<file path="src/rtl/edge_event_reader.sv">
// edge_event_reader
//   Captures falling edges on a 32-bit monitored vector into a pending set.
//   Presents them one at a time through a valid/ready output stage, lowest
//   index first.
//
// Ports
//   clk        sole clock; all state updates happen on its rising edge
//   reset      synchronous active-low reset (0 = reset asserted)
//   din        monitored vector; any 1->0 transition on a bit is an event
//   evt_ready  consumer accepts the presented event when high with evt_valid
//   evt_valid  registered; an event index is being presented on evt_id
//   evt_id     registered; index of the presented falling edge
//   pending    registered; captured events not yet loaded into the output stage
//   ovf        registered; sticky event-lost flag
//
// Configuration
//   EDGE_EVENT_OVERFLOW_EN  when defined, ovf is set when an event arrives on
//                           a bit that is still pending and is not being
//                           loaded in that cycle. When undefined, ovf is tied
//                           to 0 and no detection logic exists.
module edge_event_reader (
  input  logic        clk,
  input  logic        reset,
  input  logic [31:0] din,
  input  logic        evt_ready,
  output logic        evt_valid,
  output logic [4:0]  evt_id,
  output logic [31:0] pending,
  output logic        ovf
);

  logic [31:0] prev_din;
  logic [31:0] fall;
  logic        load;
  logic        have_pending;
  logic [4:0]  sel_id;
  logic [31:0] clr_mask;

  assign fall         = prev_din & ~din;
  assign load         = ~evt_valid | evt_ready;
  assign have_pending = |pending;

  // Lowest set index of the registered pending vector. A fall in the same
  // cycle is deliberately not visible here.
  always_comb begin
    sel_id = 5'd0;
    for (int i = 31; i >= 0; i--) begin
      if (pending[i]) sel_id = 5'(i);
    end
  end

  always_comb begin
    clr_mask = 32'd0;
    if (load && have_pending) clr_mask[sel_id] = 1'b1;
  end

  // prev_din keeps tracking din during reset so that the first capturable
  // fall after reset compares against a value sampled during reset.
  always_ff @(posedge clk) begin
    prev_din <= din;
  end

  always_ff @(posedge clk) begin
    if (!reset) begin
      pending   <= 32'd0;
      evt_valid <= 1'b0;
      evt_id    <= 5'd0;
    end else begin
      // Set wins over load-clear on the same bit.
      pending <= (pending & ~clr_mask) | fall;
      if (load) begin
        if (have_pending) begin
          evt_valid <= 1'b1;
          evt_id    <= sel_id;
        end else begin
          evt_valid <= 1'b0;
        end
      end
    end
  end

`ifdef EDGE_EVENT_OVERFLOW_EN
  // An event is lost when a bit falls again while its earlier event is still
  // pending and is not leaving the pending set this cycle.
  always_ff @(posedge clk) begin
    if (!reset) begin
      ovf <= 1'b0;
    end else if (|(fall & pending & ~clr_mask)) begin
      ovf <= 1'b1;
    end
  end
`else
  assign ovf = 1'b0;
`endif

endmodule

</file>
<file path="config.mk">
export PLATFORM = sky130hd
export DESIGN_NAME = edge_event_reader
export DESIGN_NICKNAME = d
export VERILOG_FILES = /design/src/rtl/edge_event_reader.sv
export SDC_FILE = /design/constraint.sdc
export NUM_CORES = 1
export LEC_CHECK = 0
export CORE_MARGIN = 2
export CORE_UTILIZATION = 52
export DETAILED_ROUTE_END_ITERATION = 6
export PLACE_DENSITY_LB_ADDON = 0.15
export REMOVE_ABC_BUFFERS = 1
export SLEW_MARGIN = 20
export SYNTH_ARGS = -nofsm -noshare
export SYNTH_HDL_FRONTEND = slang
export SYNTH_SLANG_ARGS = --single-unit
</file>
<file path="constraint.sdc">
create_clock -name clk -period 3.5 [get_ports clk]
set_clock_uncertainty 0.1 [all_clocks]
set_input_delay 0.525 -clock clk [delete_from_list [all_inputs] [get_ports clk]]
set_output_delay 0.525 -clock clk [all_outputs]
set_load 0.03 [all_outputs]
</file>
==> qor.txt <==
status -> complete, no violations
Post-Syn Instances -> 307
ys flop type -> dfxtp_1
period utilisation layout -> 0.688
fill count -> 382
Crit Path Class -> flop to flop
Worst-Skew Late Latency -> 0.33 ns
Max Root-Sink Buffers -> 2
DRT iter0 DRCs -> 103
Pre-antenna DRT Iters -> 4
Max H-tree Level -> 3
top cells by area, synth -> dfxtp_1 50%, nand2b_1 8.6%, a31oi_1 4.9%, nand2_1 4.5%, nor2b_1 2.7%
Max IR drop VDD -> 0.325 mV
DRC viols -> 0
post-layout instance area -> 3830 µm²
HPWL after DPL -> 4.79 mm
Chip Height -> 77.7 µm
Startpoint Class -> flop
Detailed Route WL -> 6.71 mm
max_slew headroom -> 0.591
RePlAce Congestion -> 0.845
initial antenna violation count -> 0
CP delay by family, top -> compound AO/OA/AOI/OAI gates
Synth Cell Area -> 2830 µm²
Hold Crit Depth -> 2
met1 usage -> 0.311
hold_buf cts -> 0
RR Endpoint -> pending[22]
overall routing resource usage -> 0.234
IO Port Bufs -> 72
Fin. Hold Viols -> 0
RSZ-0062 raised after global routing -> false
Nets -> 418
vias in the first global route -> 2,408
die area -> 6040 µm²
CTS sink cnt -> 70
Yosys Warn Count -> 0
arrival time at the worst endpoint -> 2.50 ns
largest net degree at the start of global routing -> 47
Clock Pin Slew Worst Setup and Hold Paths -> 0.07 ns
overall power -> 2220 µW
fmax -> 0.415 GHz
critical path fanouts, max -> 7
Seq/Total Area, Yosys -> 0.496
ys async rst share -> 0
Die X -> 77.7 µm
CTS tree -> built
EDFF count, synth -> 0
total negative slack -> 0 ns
CP max stage cell -> and3b_1
area post-placement -> 3600 µm²
DR WL/cell -> 14.7 µm
Most Used Layer, Global Route -> met2
post-synth top area cell -> dfxtp_1
Buf/Inv on CP -> 0
GRT overflow -> 0
Leak -> 0.00151 µW
area growth from synthesis to layout -> 35.6%
routed vias -> 2,540
Rows -> 26
max cap viols -> 0
share of cells above drive strength 1 -> 0.0747
met2 usage -> 0.359
Tightest Pin Transition -> 0.612 ns
reg2reg start -> pending[30]
Root Driver -> clkbuf_8
post-CTS sizing -> 0
min cycle time layout -> 2.41 ns
crit path cell chain -> nor2_1 -> o311ai_0 -> a21oi_1 -> o311ai_2 -> and3b_1 -> a31oi_1
Avg Cell Area, Syn -> 9.21 µm²
Vias/cell -> 5.55
first-pass GRT wire length -> 11.2 mm
worst min-delay path class -> flop to flop
Slew Limit Fails -> 0
Hold Path Sink -> pending[13]
HP Start -> prev_din[13]
routing usage on met3 -> 0.0465
Synth top cells by count -> 70 x dfxtp_1, 39 x nand2b_1, 34 x nand2_1, 22 x a31oi_1, 19 x nor2_1
TritonCTS Buffers -> 9
library cells used by synthesis -> 49
Seq cells post-synth -> 70
Post-CTS Setup Repair Bufs -> 0
Reg2Reg Setup Slack -> 1.09 ns
most frequent cell after synthesis -> dfxtp_1
Worst EP required -> 3.59 ns
Critical Path Sink Type -> flop
pwr/cell area -> 580 nW/µm²
number of diodes -> 0
final setup fails -> 0
post-route ant nets -> 0
top cell type's share of synthesized area -> 0.496
Starting Density -> 0.547
Reg2Reg Depth -> 6
Core ar. -> 5170 µm²
I/O pins -> 74
delay of the slowest critical-path stage -> 0.51 ns
per-layer routing:
metal / vias up / routed length, µm / share of wire
li1: 1253 / - / -
met1: 1174 / 3150 / 0.47
met2: 95 / 2960 / 0.44
met3: 18 / 418 / 0.062
met4: 0 / 188 / 0.028
met5: - / 0 / 0
metrics by stage:
step                       util  worst slack, ns  hold WS (ns)  cells
after global routing      0.741            0.931         0.382    458
after global placement    0.696             1.03         0.330    442
after CTS                 0.741             1.10         0.359    458
final                     0.741             1.09         0.363    458
after floorplan               -             1.38         0.323    299
after detailed placement  0.696            0.948         0.343    442
layout make-up:
type / instances / area [µm²] / share of cell area
repair buffers: 73 / 728 / 0.190
clock inverters: 3 / 65.1 / 0.0170
flip-flops and latches: 70 / 1400 / 0.365
well taps: 70 / 87.6 / 0.0228
inverters: 7 / 26.3 / 0.00685
multi-input cells: 222 / 1360 / 0.354
clock buffers: 13 / 169 / 0.0440
report_power, final:
part           internal (µW)  total (µW)  switching, µW
logic                    236         545            309
clock network            459         739            280
registers                865         941           75.5
total                   1560        2220            664
worst reg2reg max path: stages (launching register included):
cell	delay [ns]
dfxtp_1	0.42
nor2_1	0.07
o311ai_0	0.39
a21oi_1	0.17
o311ai_2	0.46
and3b_1	0.51
a31oi_1	0.15
logic make-up (layout without fill, tap and decap cells):
| family | Yosys count | count (layout) | share of synthesized area |
|---|---|---|---|
| AND/OR/NAND/NOR | 140 | 140 | 0.277 |
| flip-flops | 70 | 70 | 0.496 |
| AO/OA/AOI/OAI | 80 | 80 | 0.199 |
| multiplexers | 1 | 1 | 0.00354 |
| buffers and inverters | 15 | 96 | 0.0243 |
| other | 1 | 1 | 0.00133 |
placed cells by master, fill, tap and decap left out, types with 3 or more instances in the layout:
cell	count
nand2b_1	39
clkbuf_8	12
o21ai_0	13
a31oi_1	22
o21bai_1	4
a21boi_0	4
inv_1	7
nor3_1	7
a21boi_1	3
a211oi_1	4
nor4_1	6
a21oi_1	9
nand2_1	34
or4_1	3
dfxtp_1	70
nor2b_1	12
nand3b_1	4
nor2_1	19
or3_1	3
and3_1	3
clkdlybuf4s50_1	72
worst max path at each step:
| stage | start | to | slack [ns] | cells past startpoint |
|---|---|---|---|---|
| global route | pending[20] | pending[25] | 0.93 | 6 |
| finish | pending[30] | pending[22] | 1.09 | 6 |
| detailed placement | evt_ready | pending[17] | 0.95 | 7 |
| global placement | evt_ready | pending[17] | 1.03 | 7 |
| CTS | pending[20] | pending[25] | 1.10 | 6 |
| floorplan | pending[20] | pending[13] | 1.38 | 6 |
registers in the layout, summed over array words and instances (netlist names):
register and count:
evt_id 5, evt_valid 1, pending 32, prev_din 32
(Power assumes the default switching activity.)
